<file path="src/rtl/lfsr_pkg.sv">
// -----------------------------------------------------------------------------
// lfsr_pkg
// Shared definitions for the LFSR / PRBS generator:
//   - lfsr_mode_e   : feedback topology (Fibonacci or Galois)
//   - lfsr_gal_taps : maximal-length Galois tap mask for widths 3..32
//   - lfsr_fib_taps : the equivalent Fibonacci tap mask for widths 3..32
//   - lfsr_taps_ok  : checks that a tap mask is usable with a topology
// -----------------------------------------------------------------------------
package lfsr_pkg;

    typedef enum logic [0:0] {
        LFSR_FIB = 1'b0,
        LFSR_GAL = 1'b1
    } lfsr_mode_e;

    localparam int unsigned LFSR_MIN_W = 3;
    localparam int unsigned LFSR_MAX_W = 32;

    // Maximal-length masks for the right-shifting Galois form,
    // next = (s >> 1) ^ (s[0] ? mask : 0). Zero for unsupported widths.
    function automatic logic [31:0] lfsr_gal_taps(input int unsigned w);
        logic [31:0] m;
        case (w)
            3:       m = 32'h0000_0006;
            4:       m = 32'h0000_000C;
            5:       m = 32'h0000_0014;
            6:       m = 32'h0000_0030;
            7:       m = 32'h0000_0060;
            8:       m = 32'h0000_00B8;
            9:       m = 32'h0000_0110;
            10:      m = 32'h0000_0240;
            11:      m = 32'h0000_0500;
            12:      m = 32'h0000_0829;
            13:      m = 32'h0000_100D;
            14:      m = 32'h0000_2015;
            15:      m = 32'h0000_6000;
            16:      m = 32'h0000_B400;
            17:      m = 32'h0001_2000;
            18:      m = 32'h0002_0400;
            19:      m = 32'h0004_0023;
            20:      m = 32'h0009_0000;
            21:      m = 32'h0014_0000;
            22:      m = 32'h0030_0000;
            23:      m = 32'h0042_0000;
            24:      m = 32'h00E1_0000;
            25:      m = 32'h0120_0000;
            26:      m = 32'h0200_0023;
            27:      m = 32'h0400_0013;
            28:      m = 32'h0900_0000;
            29:      m = 32'h1400_0000;
            30:      m = 32'h2000_0029;
            31:      m = 32'h4800_0000;
            32:      m = 32'h8020_0003;
            default: m = 32'h0000_0000;
        endcase
        return m;
    endfunction

    // The Fibonacci form (fb = ^(s & mask), shifted in at the MSB) that
    // produces the same sequence family is the Galois mask bit-reversed
    // within the register width, e.g. 16'hB400 <-> 16'h002D.
    function automatic logic [31:0] lfsr_fib_taps(input int unsigned w);
        logic [31:0] g;
        logic [31:0] f;
        g = lfsr_gal_taps(w);
        f = 32'h0000_0000;
        for (int unsigned i = 0; i < LFSR_MAX_W; i++) begin
            if (i < w) begin
                f[5'(w - 32'd1 - i)] = g[5'(i)];
            end else begin
                f = f;
            end
        end
        return f;
    endfunction

    // Fibonacci needs the LSB tap (the bit leaving the register must feed
    // back); Galois needs the MSB tap (the feedback must re-enter the top).
    // Without them the map is not a permutation and the state can collapse.
    function automatic bit lfsr_taps_ok(input lfsr_mode_e mode,
                                        input logic       tap_lsb,
                                        input logic       tap_msb);
        bit ok;
        case (mode)
            LFSR_FIB: ok = (tap_lsb == 1'b1);
            LFSR_GAL: ok = (tap_msb == 1'b1);
            default:  ok = 1'b0;
        endcase
        return ok;
    endfunction

endpackage : lfsr_pkg

</file>
<file path="src/rtl/lfsr_next_state.sv">
// -----------------------------------------------------------------------------
// lfsr_next_state
// Purely combinational single-step LFSR map.
// Ports:
//   i_state  WIDTH  current state s
//   o_next   WIDTH  state after one step
//   o_bit    1      bit shifted out by that step (s[0] in both topologies)
// -----------------------------------------------------------------------------
module lfsr_next_state
    import lfsr_pkg::*;
#(
    parameter int unsigned          WIDTH = 16,
    parameter lfsr_mode_e           MODE  = LFSR_GAL,
    parameter logic [WIDTH-1:0]     TAPS  = 16'hB400
) (
    input  logic [WIDTH-1:0] i_state,
    output logic [WIDTH-1:0] o_next,
    output logic             o_bit
);

    assign o_bit = i_state[0];

    if (MODE == LFSR_FIB) begin : g_fib
        logic w_fb;
        // Fibonacci step: parity of tapped bits enters at the MSB.
        always_comb begin
            w_fb   = ^(i_state & TAPS);
            o_next = {w_fb, i_state[WIDTH-1:1]};
        end
    end else begin : g_gal
        // Galois step: shift right, XOR the mask in when a 1 falls out.
        always_comb begin
            o_next = (i_state >> 1) ^ ({WIDTH{i_state[0]}} & TAPS);
        end
    end

endmodule : lfsr_next_state

</file>
<file path="src/rtl/lfsr_prbs_gen.sv">
// -----------------------------------------------------------------------------
// lfsr_prbs_gen
// Parametrised LFSR / PRBS generator with seed load, step enable, zero-seed
// lockup protection, period-wrap strobe and step counter. All outputs are
// registered.
// Ports:
//   clk         in   1      rising-edge clock
//   rst_n       in   1      asynchronous active-low reset
//   en          in   1      advance one step this cycle
//   load        in   1      load seed this cycle (priority over en)
//   seed        in   WIDTH  seed value, sampled when load=1
//   state       out  WIDTH  current LFSR state
//   bit_out     out  1      bit shifted out by the most recent step
//   wrap        out  1      pulse: last step returned state to the active seed
//   lockup_err  out  1      sticky: a zero seed was loaded / zero state seen
//   step_cnt    out  CNT_W  steps since last reset, load or wrap
// -----------------------------------------------------------------------------
module lfsr_prbs_gen
    import lfsr_pkg::*;
#(
    parameter int unsigned          WIDTH      = 16,
    parameter lfsr_mode_e           MODE       = LFSR_GAL,
    parameter logic [WIDTH-1:0]     TAPS       = 16'hB400,
    parameter logic [WIDTH-1:0]     RESET_SEED = 16'h0001,
    parameter int                   CNT_W      = WIDTH
) (
    input  logic             clk,
    input  logic             rst_n,
    input  logic             en,
    input  logic             load,
    input  logic [WIDTH-1:0] seed,
    output logic [WIDTH-1:0] state,
    output logic             bit_out,
    output logic             wrap,
    output logic             lockup_err,
    output logic [CNT_W-1:0] step_cnt
);

    localparam logic [WIDTH-1:0] ZERO_STATE = {WIDTH{1'b0}};
    localparam logic [CNT_W-1:0] CNT_ZERO   = {CNT_W{1'b0}};
    localparam logic [CNT_W-1:0] CNT_ONE    = CNT_W'(1'b1);

    // Configuration errors that would make the generator lock up or be
    // meaningless are rejected at elaboration.
    if (WIDTH < LFSR_MIN_W) begin : g_bad_width
        $fatal(1, "lfsr_prbs_gen: WIDTH must be >= 3");
    end
    if (RESET_SEED == ZERO_STATE) begin : g_bad_seed
        $fatal(1, "lfsr_prbs_gen: RESET_SEED must be nonzero");
    end
    if (!lfsr_taps_ok(MODE, TAPS[0], TAPS[WIDTH-1])) begin : g_bad_taps
        $fatal(1, "lfsr_prbs_gen: TAPS missing the end tap required by MODE");
    end
    if (CNT_W < 1) begin : g_bad_cnt
        $fatal(1, "lfsr_prbs_gen: CNT_W must be >= 1");
    end

    logic [WIDTH-1:0] r_state;
    logic [WIDTH-1:0] r_seed;
    logic             r_bit;
    logic             r_wrap;
    logic             r_lock;
    logic [CNT_W-1:0] r_cnt;

    logic [WIDTH-1:0] w_next;
    logic             w_shift_bit;

    lfsr_next_state #(
        .WIDTH (WIDTH),
        .MODE  (MODE),
        .TAPS  (TAPS)
    ) u_next (
        .i_state (r_state),
        .o_next  (w_next),
        .o_bit   (w_shift_bit)
    );

    // State, seed, strobe, counter and lockup registers with load > recovery > step priority.
    always_ff @(posedge clk or negedge rst_n) begin
        if (!rst_n) begin
            r_state <= RESET_SEED;
            r_seed  <= RESET_SEED;
            r_bit   <= 1'b0;
            r_wrap  <= 1'b0;
            r_lock  <= 1'b0;
            r_cnt   <= CNT_ZERO;
        end else if (load) begin
            // A zero seed would lock the register at zero forever; substitute
            // the reset seed and flag it. bit_out holds on any load.
            if (seed != ZERO_STATE) begin
                r_state <= seed;
                r_seed  <= seed;
                r_lock  <= 1'b0;
            end else begin
                r_state <= RESET_SEED;
                r_seed  <= RESET_SEED;
                r_lock  <= 1'b1;
            end
            r_cnt  <= CNT_ZERO;
            r_wrap <= 1'b0;
        end else if (r_state == ZERO_STATE) begin
            // Unreachable with legal taps; recovers from an upset state bit.
            r_state <= RESET_SEED;
            r_lock  <= 1'b1;
            r_wrap  <= 1'b0;
        end else if (en) begin
            r_state <= w_next;
            r_bit   <= w_shift_bit;
            if (w_next == r_seed) begin
                r_wrap <= 1'b1;
                r_cnt  <= CNT_ZERO;
            end else begin
                r_wrap <= 1'b0;
                r_cnt  <= r_cnt + CNT_ONE;
            end
        end else begin
            r_wrap <= 1'b0;
        end
    end

    assign state      = r_state;
    assign bit_out    = r_bit;
    assign wrap       = r_wrap;
    assign lockup_err = r_lock;
    assign step_cnt   = r_cnt;

endmodule : lfsr_prbs_gen

</file>
<file path="config.mk">
export PLATFORM = sky130hd
export DESIGN_NAME = lfsr_prbs_gen
export DESIGN_NICKNAME = d
export VERILOG_FILES = /design/src/rtl/lfsr_pkg.sv /design/src/rtl/lfsr_next_state.sv /design/src/rtl/lfsr_prbs_gen.sv
export SDC_FILE = /design/constraint.sdc
export NUM_CORES = 1
export LEC_CHECK = 0
export CAP_MARGIN = 40
export CORE_UTILIZATION = 61
export DETAILED_ROUTE_END_ITERATION = 16
export DONT_BUFFER_PORTS = 1
export PLACE_DENSITY = 0.82
export SETUP_SLACK_MARGIN = 0.3
export SYNTH_ARGS = -nofsm -noshare
export SYNTH_HDL_FRONTEND = slang
export SYNTH_HIERARCHICAL = 1
export SYNTH_SLANG_ARGS = --single-unit
</file>
<file path="constraint.sdc">
create_clock -name clk -period 2.77 [get_ports clk]
set_clock_uncertainty 0.2 [all_clocks]
set_input_delay 0.6925 -clock clk [delete_from_list [all_inputs] [get_ports clk]]
set_output_delay 0.6925 -clock clk [all_outputs]
set_load 0.01 [all_outputs]
</file>
==> impl_metrics.toml, run 1 <==
[synthesis]
synth_edf_count = 0
synth_mux_area_share_pct = 1.91
yosysSeqAreaShare_pct = 47.6
yosys.area_share.simple_pct = 15.6
synth_area_per_cell_sq_um = 9.52
synth-async-reset-ratio_pct = 100
yosys.area_share.adder_pct = 0.466
synth_area_sq_um = 2680
syn_inst = 282
synth-xor-area-share_pct = 6.20
syn_nets = 303
yosys_warnings = 6
synth-compound-area-share_pct = 18.5
ys.flop_type = "dfrtp_1"
synth_top_family_by_area = "compound AO/OA/AOI/OAI gates"
ys_seq_elements = 51
synth.distinct_cells = 38

[global_routing]
overflow = 0
antenna_found_initial = 0
grt_pass1_wl_microns = 9870
grt_usage_pct = 29.0
grt_max_degree = 50
grt_pass1_vias = 1964

[worst_setup_path]
cp.required_ns = 2.76
cp_max_fo = 11
critPathCaptureType = "flop"
cp.arrival_ns = 2.30
startpoint_type = "flop"
critical_path_class = "reg -> reg"

[drt]
vias_per_cell = 6.48
vias = 2100
first_iter_violations = 253
drcViolationCount = 0
ant_nets = 0
drt_wl_total_microns = 6080
first_pass_iters = 4
routedWlPerCell_microns = 18.8

[clock_tree]
cts_buffers = 5
cts_buffer_depth = 2
clk_pin_slew_worst_paths_ns = 0.09
insertion_delay_ns = 0.30
clock-root-buffer = "clkbuf_8"
clock-sinks = 51
htreeDepth = 2
cts_tree = "built"

[floorplanning]
rows = 23
die_w_microns = 68.3
start_util_pct = 65.2
coreArea_sq_um = 4120
die_area_sq_um = 4670
dieHeight_microns = 68.3
pin_count = 55

[placement]
portBuffers = 0
dp_hpwl_microns = 4300
gp_congestion = 0.848
dpl_cell_area_sq_um = 2630

[run_status]
status = "complete, no violations"

[timing]
drv_slew = 0
worst_slew_pin_slew_ns = 0.445
min_period_over_period_pct = 83.6
finalHoldViolations = 0
post-route-min-period_ns = 2.32
setup_violations = 0
max-slew-margin-rel_pct = 70.3
finalSetupTns_ns = 0
fmax_mhz = 432
holdWs_ns = 0.0168
rsz0062_at_grt = "no"

[layout]
area_growth_pct = 2.66
final_cell_area_sq_um = 2760
antennaDiodeCount = 0
drive_above_1_share_pct = 9.12
final.fill_count = 337
final_cell_mix = "dfrtp_1 (49), nand2_1 (32), o21ai_0 (32), inv_1 (21), xor2_1 (19)"
mostFrequentLayoutCell = "dfrtp_1"
regArea_sq_um = 1280
multiInputGateArea_sq_um = 1150
nNetsFinal = 294

[power_and_ir_drop]
peakVddDrop_v = 0.000328
power_density_nw_per_um2 = 542
p_leak_uw = 0.00120

[hold_path]
hold_path_class = "in -> async"

[flow_run]
cap_violations = 0
## state kept, by name, summed over array words and instances (netlist names)
| register | flops |
|---|---|
| r_seed | 16 |
| lockup_err | 1 |
| step_cnt | 16 |
| state | 16 |
| bit_out | 1 |
| wrap | 1 |
## power by group
| group | switching, uW | leakage, uW | internal, uW | total (uW) |
|---|---|---|---|---|
| Clock | 236 | 0.0000422 | 178 | 413 |
| Sequential | 85.1 | 0.000642 | 799 | 884 |
| Combinational | 104 | 0.000518 | 90.7 | 195 |
| Total | 425 | 0.00120 | 1070 | 1490 |
## path summary, 6_finish.rpt
path / cells after the start / slack (ns) / start / end
max: 8 / 0.45 / state[0] / step_cnt[2]
min: 0 / 0.02 / rst_n / r_seed[0]
max reg2reg: 8 / 0.45 / state[0] / step_cnt[2]
min reg2reg: 2 / 0.30 / r_seed[0] / r_seed[0]
max in group asynchronous: 1 / 2.13 / rst_n / state[3]
min in group clk: 1 / 0.29 / load / r_seed[5]
## stage by stage
stage	total power [uW]	instances	util, %	worst slack [ns]
after global routing	1560	324	67.0	0.333
after floorplan	1050	282	-	0.591
after CTS	1500	324	66.8	0.347
final	1490	324	67.0	0.455
after global placement	1070	313	63.8	0.229
after detailed placement	1070	313	63.8	0.186
## cell families (layout without fill, tap and decap cells)
logic type                 count (synthesis)  in the layout
and+or+nand+nor                           84             84
AOI/OAI and AO/OA                         74             74
DFF                                       51             51
buffers and inverters                     48             40
xor gates and xnor gates                  19             19
muxes                                      5              5
adders and majority gates                  1              1
## what timing repair did
action,in CTS,in global routing
resized for setup,0,2
buffers inserted,2,0
endpoints found under the hold margin,49,0
setup endpoints to repair,13,7
pin swaps,1,0
hold buffers,1,0
cloned,0,0
## layer usage
| layer | part of all wire [%] | vias to the layer above | GRT usage (%) |
|---|---|---|---|
| met1 | 43 | 1026 | 41.2 |
| met4 | 0.67 | 0 | 7.55 |
| li1 | - | 975 | - |
| met2 | 47 | 95 | 44.9 |
| met5 | 0 | - | 0 |
| met3 | 9.3 | 4 | 6.17 |
## synth_stat cells (2+ instances only)
master,number,share of area [%]
dfrtp_1,49,46
nand2_1,32,4.5
o21ai_0,32,6.0
inv_1,21,2.9
xor2_1,19,6.2
a2bb2oi_1,15,4.9
buf_4,14,3.9
nor4_1,12,2.8
nand3_1,11,2.1
nand4_1,8,1.9
nor2_1,7,0.98
a31oi_1,6,1.4
clkbuf_1,5,0.70
a22o_1,4,1.3
buf_2,4,0.75
mux2i_1,4,1.5
nor3_1,4,0.75
a21oi_1,3,0.56
a31o_1,3,0.98
and3_1,3,0.70
buf_6,3,1.3
o211ai_1,3,0.84
o311ai_0,3,0.98
and2_1,2,0.47
dfstp_2,2,2.0
## area by class of cell
type / count / share of cell area (%)
Multi-Input combinational cell: 183 / 41.8
Clock buffer: 7 / 2.77
Timing Repair Buffer: 11 / 3.72
Tap cell: 50 / 2.27
Clock inverter: 1 / 0.182
Sequential cell: 51 / 46.4
Inverter: 21 / 2.86
## critical path: stages, from the launching register on
cell and delay, ns:
dfstp_2 0.63, xor2_1 0.22, xor2_1 0.10, nor4_1 0.28
nand4_1 0.13, buf_4 0.20, buf_4 0.16, a31oi_1 0.18
mux2i_1 0.09
Power figures use the tool's default switching activity.
==> run 2, diff against run 1 <==
==> constraint.sdc (replaced) <==
create_clock -name clk -period 2.2 [get_ports clk]
set_clock_uncertainty 0.2 [all_clocks]
set_input_delay 0.55 -clock clk [delete_from_list [all_inputs] [get_ports clk]]
set_output_delay 0.55 -clock clk [all_outputs]
set_load 0.01 [all_outputs]
==> impl_metrics.toml, run 2 (synthesis gave the netlist of run 1 again) <==
[run_status]
status = "complete, but fails checks"
violations = "hold timing, setup timing"

[worst_setup_path]
crit_family = "flip-flops"
crit_chain = "xor2_2 -> xor2_1 -> nor4_1 -> nand4_1 -> buf_4 -> buf_6 -> a31o_1 -> a22o_1"
path_buf_inv = 2
cp.required_ns = 2.20
critPathSlowestCell = "dfstp_2"
slowest_delay_ns = 0.65
startpoint_type = "flop"
cp_max_fo = 6
r2r-end = "step_cnt[6]"
critical_path_class = "reg -> reg"
rr_worst_depth = 8
r2r_setup_slack_ns = -0.07
cp.arrival_ns = 2.27
critPathCaptureType = "flop"
timing.rr.start = "state[0]"

[hold_path]
hold_path_class = "in -> async"

[layout]
final.fill_count = 240
final_cell_mix = "dfrtp_1 (47), nand2_1 (31), buf_4 (29), inv_1 (21)"
drive_above_1_share_pct = 31.7
antennaDiodeCount = 0
nNetsFinal = 321
fin_util_pct = 80.0
final_cell_area_sq_um = 3290
mostFrequentLayoutCell = "dfrtp_1"
area_growth_pct = 22.6

[clock_tree]
clock-root-buffer = "clkbuf_8"
htreeDepth = 2
clock-sinks = 51
cts_tree = "built"
cts_buffer_depth = 2
cts_buffers = 5
insertion_delay_ns = 0.30
clk_pin_slew_worst_paths_ns = 0.09

[drt]
ant_nets = 0
drcViolationCount = 0
drt_wl_total_microns = 7660
vias = 2375
routedWlPerCell_microns = 21.9
vias_per_cell = 6.79
first_pass_iters = 5
first_iter_violations = 283

[timing]
worst_slew_pin_slew_ns = 0.451
holdWs_ns = -0.272
setup_ws_ns = -0.0693
drv_slew = 0
rsz0062_at_grt = "yes"
fmax_mhz = 441
min_period_over_period_pct = 103
finalHoldViolations = 51
post-route-min-period_ns = 2.27
max-slew-margin-rel_pct = 69.7
setup_violations = 8

[floorplanning]
die_w_microns = 68.3
start_util_pct = 65.2
rows = 23
die_area_sq_um = 4670
pin_count = 55
coreArea_sq_um = 4120
dieHeight_microns = 68.3

[power_and_ir_drop]
peakVddDrop_v = 0.000372
power_density_nw_per_um2 = 657
p_leak_uw = 0.00141

[global_routing]
antenna_found_initial = 0
grt_usage_pct = 30.4
grt_pass1_wl_microns = 10300
overflow = 0
grt_pass1_vias = 2090
grt_max_degree = 52

[placement]
dpl_cell_area_sq_um = 2840
dp_hpwl_microns = 4400
gp_congestion = 0.887
portBuffers = 0

[flow_run]
cap_violations = 0
## run 2: changes by cell type in the layout (fill, tap and decap cells not counted), moves of 4 or more
cell	change
a31oi_1	-4
a2bb2oi_1	-14
buf_12	+4
o21ai_2	+13
buf_4	+19
o21ai_0	-15
a2bb2oi_2	+14
## run 2: routing by layer
metal / GRT usage (%) / share of wire (%) / vias up
li1: - / - / 1031
met4: 8.33 / 2.7 / 0
met1: 42.6 / 42 / 1174
met2: 46.0 / 47 / 151
met5: 0 / 0 / -
met3: 8.33 / 8.9 / 19
## run 2: timing repair
action | in CTS | in global routing
hold endpoints to repair | 51 | 51
gates resized for setup | 5 | 65
cloned | 0 | 3
buffers inserted | 2 | 2
pin swaps | 0 | 5
setup endpoints to repair | 36 | 36
## run 2: worst max-delay path by stage
stage | depth (start not counted) | startpoint | to
after floorplan | 7 | state[0] | step_cnt[5]
after global placement | 7 | state[0] | step_cnt[11]
after detailed placement | 7 | state[0] | step_cnt[8]
after CTS | 7 | state[0] | step_cnt[11]
after global routing | 8 | state[0] | step_cnt[8]
final | 8 | state[0] | step_cnt[6]
## run 2: final cells by class
type | count | area, sq um | area share (%)
Clock buffer | 5 | 68.8 | 2.09
Clock inverter | 2 | 37.5 | 1.14
Inverter | 21 | 78.8 | 2.40
Multi-Input combinational cell | 183 | 1400 | 42.5
Sequential cell | 51 | 1280 | 38.9
Tap cell | 50 | 62.6 | 1.90
Timing Repair Buffer | 38 | 364 | 11.1
## run 2: per-stage QoR
stage | instances | setup TNS (ns) | hold slack (ns) | power (uW) | worst slack (ns)
after detailed placement | 336 | -0.0183 | 0.0555 | 1400 | -0.00912
after floorplan | 282 | 0 | 0.0544 | 1330 | 0.0570
final | 350 | -0.360 | -0.272 | 2160 | -0.0693
after CTS | 345 | -0.0465 | -0.276 | 2050 | -0.0138
after global routing | 350 | -1.94 | -0.283 | 2240 | -0.198
after global placement | 336 | 0 | 0.0554 | 1390 | 0.0297
## run 2: power by group
part	total [uW]	switching [uW]	internal [uW]
clock network	642	309	333
registers	1110	106	1010
logic	408	200	208
total	2160	615	1550
## run 2: worst register-to-register path, cell delays in order (launching register included)
cell	delay (ns)
dfstp_2	0.65
xor2_2	0.11
xor2_1	0.19
nor4_1	0.26
nand4_1	0.11
buf_4	0.18
buf_6	0.13
a31o_1	0.17
a22o_1	0.17
